==> src/rtl/cordic_sched_pkg.sv <==
// Shared constants and helpers for the CORDIC scheduler and its CORDIC instantiation.
package cordic_sched_pkg;

    localparam int unsigned CORDIC_XY_BITS = 12;
    localparam int unsigned CORDIC_PH_BITS = 32;
    localparam int unsigned CORDIC_LATENCY = 34;

    // Tag-entry field widths: one valid bit plus a requester id of up to 3 bits (8 requesters).
    localparam int unsigned TAG_VALID_W  = 1;
    localparam int unsigned TAG_ID_MAX_W = 3;

    // Ceiling log2, never less than 1 so single-bit ids stay legal.
    function automatic int unsigned clog2(input int unsigned n);
        int unsigned r;
        r = 0;
        for (int unsigned i = 0; i < 32; i++) begin
            if ((32'd1 << i) < n) r = i + 1;
        end
        return (r < 1) ? 1 : r;
    endfunction

endpackage

==> src/rtl/cordic_sched_rr_arbiter.sv <==
// Round-robin arbiter: one-hot grant searched from the requester after the last grantee.
module rr_arbiter
    import cordic_sched_pkg::*;
#(
    parameter int unsigned NUM_REQ = 4,
    localparam int unsigned ID_W = clog2(NUM_REQ)
) (
    input  logic               clk_in,
    input  logic               rst_n,
    input  logic [NUM_REQ-1:0] req,
    input  logic               en,
    input  logic               update,
    output logic [NUM_REQ-1:0] grant,
    output logic [ID_W-1:0]    grant_id
);

    logic [ID_W-1:0] last;
    logic [ID_W-1:0] cand;
    logic            found;

    always_comb begin
        grant    = '0;
        grant_id = '0;
        found    = 1'b0;
        cand     = '0;
        for (int unsigned k = 1; k <= NUM_REQ; k++) begin
            cand = ID_W'((32'(last) + k) % NUM_REQ);
            if (!found && req[cand]) begin
                found    = 1'b1;
                grant_id = cand;
            end
        end
        if (found && en) grant[grant_id] = 1'b1;
    end

    always_ff @(posedge clk_in) begin
        if (!rst_n) begin
            last <= ID_W'(NUM_REQ - 1);
        end else if (update) begin
            last <= grant_id;
        end
    end

endmodule

==> src/rtl/cordic_sched.sv <==
// Shares one fixed-latency CORDIC among NUM_REQ requesters, tagging jobs and routing results back.
module cordic_sched
    import cordic_sched_pkg::*;
#(
    parameter int unsigned NUM_REQ = 4,
    parameter int unsigned XY_BITS = CORDIC_XY_BITS,
    parameter int unsigned PH_BITS = CORDIC_PH_BITS,
    parameter int unsigned LATENCY = CORDIC_LATENCY
) (
    input  logic                       clk_in,
    input  logic                       rst_n,
    input  logic                       en,
    input  logic [NUM_REQ-1:0]         req_valid,
    output logic [NUM_REQ-1:0]         req_ready,
    input  logic [NUM_REQ*XY_BITS-1:0] req_x,
    input  logic [NUM_REQ*XY_BITS-1:0] req_y,
    input  logic [NUM_REQ*PH_BITS-1:0] req_phase,
    output logic                       cor_valid_in,
    output logic [XY_BITS-1:0]         cor_x_i,
    output logic [XY_BITS-1:0]         cor_y_i,
    output logic [PH_BITS-1:0]         cor_phase_in,
    input  logic                       cor_valid_out,
    input  logic [XY_BITS-1:0]         cor_x_o,
    input  logic [XY_BITS-1:0]         cor_y_o,
    input  logic [PH_BITS-1:0]         cor_phase_out,
    output logic [NUM_REQ-1:0]         rsp_valid,
    output logic [XY_BITS-1:0]         rsp_x,
    output logic [XY_BITS-1:0]         rsp_y,
    output logic [PH_BITS-1:0]         rsp_phase,
    output logic                       busy,
    output logic                       err
);

    localparam int unsigned ID_W = clog2(NUM_REQ);
    localparam int unsigned DR_W = clog2(LATENCY + 1);

    logic [ID_W-1:0]              grant_id;
    logic                         hs;
    logic [ID_W-1:0]              cor_id;
    logic [LATENCY-1:0]           tag_v;
    logic [LATENCY-1:0][ID_W-1:0] tag_id;
    logic                         tail_v;
    logic [ID_W-1:0]              tail_id;
    logic [DR_W-1:0]              drain_cnt;
    logic                         mismatch;

    rr_arbiter #(.NUM_REQ(NUM_REQ)) u_arb (
        .clk_in   (clk_in),
        .rst_n    (rst_n),
        .req      (req_valid),
        .en       (en & rst_n),
        .update   (hs),
        .grant    (req_ready),
        .grant_id (grant_id)
    );

    assign hs       = |(req_valid & req_ready);
    assign tail_v   = tag_v[LATENCY-1];
    assign tail_id  = tag_id[LATENCY-1];
    assign mismatch = (cor_valid_out != tail_v) && (drain_cnt == '0);
    assign busy     = cor_valid_in | (|tag_v);

    // The issue register is the pipe's first stage, so the tail sits LATENCY cycles behind cor_valid_in.
    always_ff @(posedge clk_in) begin
        if (!rst_n) begin
            cor_valid_in <= 1'b0;
            cor_id       <= '0;
            cor_x_i      <= '0;
            cor_y_i      <= '0;
            cor_phase_in <= '0;
            tag_v        <= '0;
            tag_id       <= '0;
        end else begin
            cor_valid_in <= hs;
            tag_v        <= {tag_v[LATENCY-2:0], cor_valid_in};
            tag_id       <= {tag_id[LATENCY-2:0], cor_id};
            if (hs) begin
                cor_id       <= grant_id;
                cor_x_i      <= req_x[32'(grant_id) * XY_BITS +: XY_BITS];
                cor_y_i      <= req_y[32'(grant_id) * XY_BITS +: XY_BITS];
                cor_phase_in <= req_phase[32'(grant_id) * PH_BITS +: PH_BITS];
            end
        end
    end

    always_ff @(posedge clk_in) begin
        if (!rst_n) begin
            rsp_valid <= '0;
            rsp_x     <= '0;
            rsp_y     <= '0;
            rsp_phase <= '0;
            err       <= 1'b0;
            drain_cnt <= DR_W'(LATENCY);
        end else begin
            rsp_valid <= '0;
            if (cor_valid_out && tail_v) begin
                rsp_valid[tail_id] <= 1'b1;
                rsp_x              <= cor_x_o;
                rsp_y              <= cor_y_o;
                rsp_phase          <= cor_phase_out;
            end
            if (mismatch) err <= 1'b1;
            if (drain_cnt != '0) drain_cnt <= drain_cnt - DR_W'(1);
        end
    end

endmodule

==> config.mk <==
export PLATFORM = sky130hd
export DESIGN_NAME = cordic_sched
export DESIGN_NICKNAME = d
export VERILOG_FILES = /design/src/rtl/cordic_sched_pkg.sv /design/src/rtl/cordic_sched_rr_arbiter.sv /design/src/rtl/cordic_sched.sv
export SDC_FILE = /design/constraint.sdc
export NUM_CORES = 1
export LEC_CHECK = 0
export BUFFER_PORTS_ARGS = -buffer_cell sky130_fd_sc_hd__clkbuf_2
export CAP_MARGIN = 20
export CORE_AREA = 2 2 161 163
export CTS_BUF_LIST = sky130_fd_sc_hd__clkbuf_8
export CTS_CLUSTER_SIZE = 28
export DETAILED_ROUTE_END_ITERATION = 7
export DIE_AREA = 0 0 163 165
export MAX_ROUTING_LAYER = met4
export PLACE_DENSITY = 0.65
export SYNTH_ARGS = -nofsm -noshare
export SYNTH_HDL_FRONTEND = slang
export SYNTH_SLANG_ARGS = --single-unit
==> constraint.sdc <==
create_clock -name clk_in -period 1.9 [get_ports clk_in]
set_clock_uncertainty 0.15 [all_clocks]
set_input_delay 0.38 -clock clk_in [delete_from_list [all_inputs] [get_ports clk_in]]
set_output_delay 0.38 -clock clk_in [all_outputs]
set_load 0.01 [all_outputs]
# After elaboration in Yosys (flattened, before gate mapping)
# Index checks and enable logic that the tools add are counted.
totals:
  reg_bits: 230
  latchBits: 0
  ramBits: 0
  mem_bits_ro: 0
  input_bits: 288
  mem_count: 0
op_classes:
  n_addsub: 5
  mul: 1
  div: 0
  magnitude_cmp: 8
  n_eq_ne: 1
  shift: 3
  n_mux: 21
  bitwise_logic: 3
  reduce_logical: 16
ops:
  columns: ["operator", "n"]
  rows:
  - ["$shiftx 128x8->32", 1]
  - ["$shiftx 48x7->12", 2]
  - ["$reduce_or 34->1", 1]
  - ["$lt 2x3->1 const B", 6]
  - ["$mux 1", 10]
  - ["$bmux 1 s2", 4]
  - ["$logic_and 1x1->1", 8]
  - ["$mux 2", 4]
  - ["$logic_not 6->1", 1]
  - ["$reduce_bool 6->1", 1]
  - ["$sub 6x1->6 const B", 1]
  - ["$add 2x1->2 const B", 2]
  - ["$add 2x2->2 const B", 2]
  - ["$and 4x4->4", 1]
  - ["$demux 1 s2", 2]
  - ["$ge 2x1->1 const B", 2]
  - ["$mul 2x2->4 const B", 1]
  - ["$mux 4", 1]
  - ["$reduce_or 4->1", 1]
  - ["$logic_not 1->1", 3]
  - ["$reduce_and 2->1", 1]
  - ["$and 1x1->1", 1]
  - ["$ne 1x1->1", 1]
  - ["$or 1x1->1", 1]

# Depth between registers and ports, before layout
logic_depth:
  depth_word: 20
  depth_mapped: 8
  depth_no_buf: 6

# By module
# From an unflattened synthesis, not the netlist that was laid out.
unflattened:
  cells_unflattened: 753
  area_unflattened_um2: 8856.0
modules_own_cells:
  columns: ["mod", "instances", "cells_each", "area_each_um2"]
  rows:
  - ["cordic_sched", 1, 721, 8553.2]
  - ["rr_arbiter", 1, 32, 302.8]

# Least setup slack after synthesis
# Ideal clock, no wire load.
synth_timing:
  path_type: "input-to-output"
  start: "in req_valid[2]"
  end: "out req_ready[1]"
  arrival_ns: 1.376
  required_ns: 1.370
  path_slack_ns: -0.006
  stages: 7
  n_path_buf: 3
  cell_sequence: "nand2b_1 -> a21o_1 -> o311a_1 -> buf_6 -> buf_12 -> buf_12 -> nor2_1"
synth_via:
  elab_chain_cells: 17
  word_cells_on_any_way: 29
  classes_between: "order compare (2); mux (19); reduce/logical (8)"
synth_lines:
  columns: ["element", "line", "text"]
  rows:
  - ["start: declaration", "cordic_sched.sv:13", "input logic [NUM_REQ-1:0] req_valid,"]
  - ["$bmux 1 s2", "cordic_sched_rr_arbiter.sv:28", "if (!found && req[cand]) begin"]
  - ["$mux 1 (implied by the code)", "cordic_sched_rr_arbiter.sv:28", null]
  - ["$mux 1", "cordic_sched_rr_arbiter.sv:28", null]
  - ["$logic_not 1->1", "cordic_sched_rr_arbiter.sv:28", null]
  - ["$logic_and 1x1->1", "cordic_sched_rr_arbiter.sv:28", null]
  - ["$mux 1", "cordic_sched_rr_arbiter.sv:28", null]
  - ["$logic_not 1->1", "cordic_sched_rr_arbiter.sv:28", null]
  - ["$logic_and 1x1->1", "cordic_sched_rr_arbiter.sv:28", null]
  - ["$mux 1", "cordic_sched_rr_arbiter.sv:28", null]
  - ["$logic_not 1->1", "cordic_sched_rr_arbiter.sv:28", null]
  - ["$logic_and 1x1->1", "cordic_sched_rr_arbiter.sv:28", null]
  - ["$mux 2", "cordic_sched_rr_arbiter.sv:28", null]
  - ["$lt 2x3->1 (implied by the code) / $ge 2x1->1 (equally long branches)", "cordic_sched_rr_arbiter.sv:33", "if (found && en) grant[grant_id] = 1'b1;"]
  - ["$logic_and 1x1->1 (implied by the code)", "cordic_sched_rr_arbiter.sv:33", null]
  - ["$mux 1 (implied by the code)", "cordic_sched_rr_arbiter.sv:33", null]
  - ["$demux 1 s2", null, null]
  - ["$mux 4 (*)", "cordic_sched_rr_arbiter.sv:33", null]
  - ["end: declaration", "cordic_sched.sv:14", "output logic [NUM_REQ-1:0] req_ready,"]
# Every way passes the cells marked *; elsewhere a longest branch is shown, timed or not. The select of a mux whose other input is x is not followed.

# Worst setup path after layout
layout_timing:
  start: "reg u_arb.last[0]"
  end: "out req_ready[0]"
layout_via:
  elab_chain_cells: 18
  word_cells_on_any_way: 33
  classes_between: "add/sub (4); order compare (2); mux (19); reduce/logical (8)"
layout_lines:
  columns: ["element", "line", "text"]
  rows:
  - ["start: declaration", "cordic_sched_rr_arbiter.sv:17", "logic [ID_W-1:0] last;"]
  - ["start signal: assignment", "cordic_sched_rr_arbiter.sv:38", "last <= ID_W'(NUM_REQ - 1);"]
  - ["start signal: assignment", "cordic_sched_rr_arbiter.sv:40", "last <= grant_id;"]
  - ["$add 2x1->2", "cordic_sched_rr_arbiter.sv:27", "cand = ID_W'((32'(last) + k) % NUM_REQ);"]
  - ["$bmux 1 s2", "cordic_sched_rr_arbiter.sv:28", null]
  - ["$mux 1 (implied by the code)", "cordic_sched_rr_arbiter.sv:28", null]
  - ["$mux 1", "cordic_sched_rr_arbiter.sv:28", null]
  - ["$logic_not 1->1", "cordic_sched_rr_arbiter.sv:28", null]
  - ["$logic_and 1x1->1", "cordic_sched_rr_arbiter.sv:28", null]
  - ["$mux 1", "cordic_sched_rr_arbiter.sv:28", null]
  - ["$logic_not 1->1", "cordic_sched_rr_arbiter.sv:28", null]
  - ["[2 not listed]", null, null]
  - ["$logic_not 1->1", "cordic_sched_rr_arbiter.sv:28", null]
  - ["$logic_and 1x1->1", "cordic_sched_rr_arbiter.sv:28", null]
  - ["$mux 2", "cordic_sched_rr_arbiter.sv:28", null]
  - ["$lt 2x3->1 (implied by the code) / $ge 2x1->1 (equally long branches)", "cordic_sched_rr_arbiter.sv:33", null]
  - ["$logic_and 1x1->1 (implied by the code)", "cordic_sched_rr_arbiter.sv:33", null]
  - ["$mux 1 (implied by the code)", "cordic_sched_rr_arbiter.sv:33", null]
  - ["$demux 1 s2", null, null]
  - ["$mux 4 (*)", "cordic_sched_rr_arbiter.sv:33", null]
# Marks and branches as above.

==> results.json <==
{
  "status": "finished, violations left",
  "violations": "setup timing",
  "drt.antenna.violating_nets": 0,
  "ys_seq_area_frac": 0.523,
  "holdPathEnd": "cor_phase_in[14]",
  "synth_cell_types": 32,
  "io_pins": 411,
  "synth_warnings": 0,
  "critPathSlowestCell": "dfxtp_4",
  "worst_setup_path_end_kind": "output port",
  "worstPathRequired_ns": 1.37,
  "dpl.hpwl_um": 19500,
  "firstDrtPassIters": 6,
  "wl_per_cell_um": 16.7,
  "path_clk_slew_ns": 0.06,
  "setup_violations": 53,
  "synth_top_family_by_area": "multiplexers",
  "core_area_um2": 25000,
  "synth_flop_cell": "dfxtp_1",
  "pre_cts_slack_ns": -0.183,
  "worst_ep_arrival_time_ns": 1.82,
  "vias": 8286,
  "drv_cap": 0,
  "synth-edff-count": 0,
  "critical-path-top-delay-family": "buffers and inverters",
  "wl_um": 29400,
  "power_uw": 11800,
  "grt_max_degree": 167,
  "mostFrequentLayoutCell": "clkbuf_2",
  "die_h_um": 165,
  "cts-root-buf": "clkbuf_8",
  "crit_fanout": 3,
  "max_stage_delay_ns": 0.37,
  "synth-simple-area-share": 0.170,
  "grt_pass1_vias": 8492,
  "synthMuxAreaShare": 0.191,
  "avgViaCountPerCell": 4.70,
  "internal_power_uw": 8780,
  "drv_slew": 0,
  "worst_pin_slew_ns": 0.483,
  "max_freq_ghz": 0.425,
  "ff2ff_path_depth": 10,
  "min_from": "req_phase[46]",
  "fin_util": 0.570,
  "area_growth_pct": 62.2,
  "path_cells": "nor2b_4, buf_4, o21ai_2, o311ai_1, buf_4, nor2_2, buf_2",
  "r2r-start": "u_arb.last[0]",
  "rsz0062_at_grt": "true",
  "place_inst": 1534,
  "cts_tree": "built",
  "stdcell_count": 1762,
  "synthAdderAreaFrac": 0.00426,
  "synthArstFlopShare": 0,
  "worst-path-buf-inv": 3,
  "std_cell_rows": 58,
  "numCtsBuffers": 40,
  "synth_compound_area_frac": 0.0640,
  "die_area_um2": 26900,
  "start_kind": "flop",
  "finalWorstSetupSlack_ns": -0.453,
  "drc": 0,
  "grt.total_usage": 0.210,
  "drive_above_1_share": 0.404,
  "cts_htree_levels": 2,
  "yosysTopAreaCell": "dfxtp_1",
  "path_class": "reg -> out",
  "clk_path_buf_depth": 3,
  "hold_viol": 0,
  "syn_inst": 808,
  "yosys-top-cells-area": "dfxtp_1, mux2i_1, and2_1",
  "io_buffers": 410,
  "overflow": 0,
  "syn_avg_cell_area_um2": 10.9,
  "die_width_um": 163,
  "maxSlewHeadroom": 0.678,
  "r2r_end": "cor_phase_in[8]",
  "fillCellCount": 2071,
  "synth_xor_area_frac": 0.00398,
  "whs_path_depth": 3,
  "min_period_over_period": 1.24,
  "cp_common_cell": "buf_4",
  "final_cell_mix": "clkbuf_2, dfxtp_1, mux2i_1, dlygate4sd3_1, and2_1",
  "worstSkewPairLatency_ns": 0.54,
  "synth_area_um2": 8800,
  "peakVddDrop_mv": 0.500,
  "power.share.clock": 0.385,
  "cts.sinks": 230,
  "power.combinational.fraction": 0.181,
  "p_leak_uw": 0.00667,
  "powerDensity_nw_per_um2": 827,
  "yosys_register_bits": 230,
  "p_sw_frac": 0.255,
  "gp_congestion": 0.864,
  "grt_first_pass_wirelength_um": 43100,
  "yosysTopAreaCellShare": 0.523,
  "dr.first_iter.drc_count": 453,
  "nets": 1695,
  "antenna_found_initial": 4,
  "timing.reg2reg.setup_slack_ns": -0.30,
  "switching_power_uw": 3010,
  "fin_crit_ns": 2.35,
  "start_util": 0.352,
  "hold_path_class": "in -> reg",
  "synth_fp_nets": 1099,
  "seq_power_share": 0.434
}
## power groups by stage
stage / logic (uW) / clock network (uW) / registers, uW
CTS: 1990 / 4700 / 5110
floorplan: 783 / 0 / 5240
global route: 2280 / 4920 / 5130
global placement: 1510 / 0 / 5210
detailed placement: 1530 / 0 / 5210
finish: 2140 / 4540 / 5120
## worst max path at each step
| stage | endpoint | cells after the start | startpoint |
|---|---|---|---|
| after floorplan | req_ready[1] | 7 | req_valid[2] |
| after global placement | cor_x_i[10] | 7 | req_valid[3] |
| after detailed placement | cor_phase_in[7] | 8 | req_valid[3] |
| after CTS | req_ready[3] | 6 | u_arb.last[0] |
| after global routing | req_ready[2] | 7 | u_arb.last[0] |
| final | req_ready[0] | 7 | u_arb.last[0] |
## timing repair
item,4_1_cts,5_1_grt
resized for setup,33,40
hold endpoints to repair,94,0
gates cloned,6,2
setup buffers,10,3
pin swaps,20,13
hold buffers,137,0
setup endpoints to repair,21,61
## layer usage
layer / vias up / GRT usage / wire [um]
met5: - / - / 0
met4: 0 / 0.0998 / 1250
met3: 94 / 0.0663 / 2520
met2: 397 / 0.351 / 14500
met1: 3797 / 0.229 / 11100
li1: 3998 / - / -
## through the flow
step,instance area [um2],TNS [ns],hold slack (ns)
3_5_place_dp,11400,-8.20,0.269
5_1_grt,14300,-15.39,0.0113
2_1_floorplan,8800,-0.0113,0.262
6_report,14300,-9.41,0.0146
3_3_place_gp,11400,-5.84,0.264
4_1_cts,14000,-4.97,0.000759
## cell type report
class,count,area [um2],share of cell area
Antenna cell,3,7.51,0.000526
Sequential cell,230,4610,0.323
Inverter,5,18.8,0.00132
Timing Repair Buffer,611,4320,0.303
Tap cell,330,413,0.0289
Clock buffer,51,702,0.0492
Clock inverter,16,108,0.00754
Multi-Input combinational cell,516,4090,0.287
## worst min-delay path, cell delays in order
cell and delay, ns:
clkbuf_2 0.08, mux2i_1 0.05, o221ai_1 0.13
## state kept, by name (all words and copies together) (netlist names)
signal	flops
drain_cnt	6
tag_v	34
u_arb.last	2
cor_valid_in	1
rsp_x	12
err	1
tail_id	2
rsp_phase	32
cor_id	2
cor_y_i	12
rsp_y	12
cor_phase_in	32
rsp_valid	4
tag_id	66
cor_x_i	12
## cell usage after synthesis, types with 2 or more instances
master and number:
o21ai_0 3, clkbuf_4 5, clkbuf_1 34, buf_12 7, nand3_1 5, xnor2_1 3
o221ai_1 56, inv_1 4, nor2_1 21, nor3_1 6, nor2b_2 2, mux2i_1 168
nor2b_1 56, buf_2 10, nand4_1 2, nand2b_1 3, nand2_1 67, and2_1 103
ha_1 3, a21boi_1 2, nor4_1 8, dfxtp_1 230
## cell families (layout without fill, tap and decap cells)
group | count (synthesis) | in the layout
adders and majority gates | 3 | 3
AOI/OAI and AO/OA | 66 | 66
and+or+nand+nor | 275 | 275
DFF | 230 | 230
xor gates and xnor gates | 4 | 4
buffers and inverters | 62 | 683
other | 0 | 3
muxes | 168 | 168
Power figures use the tool's default switching activity.
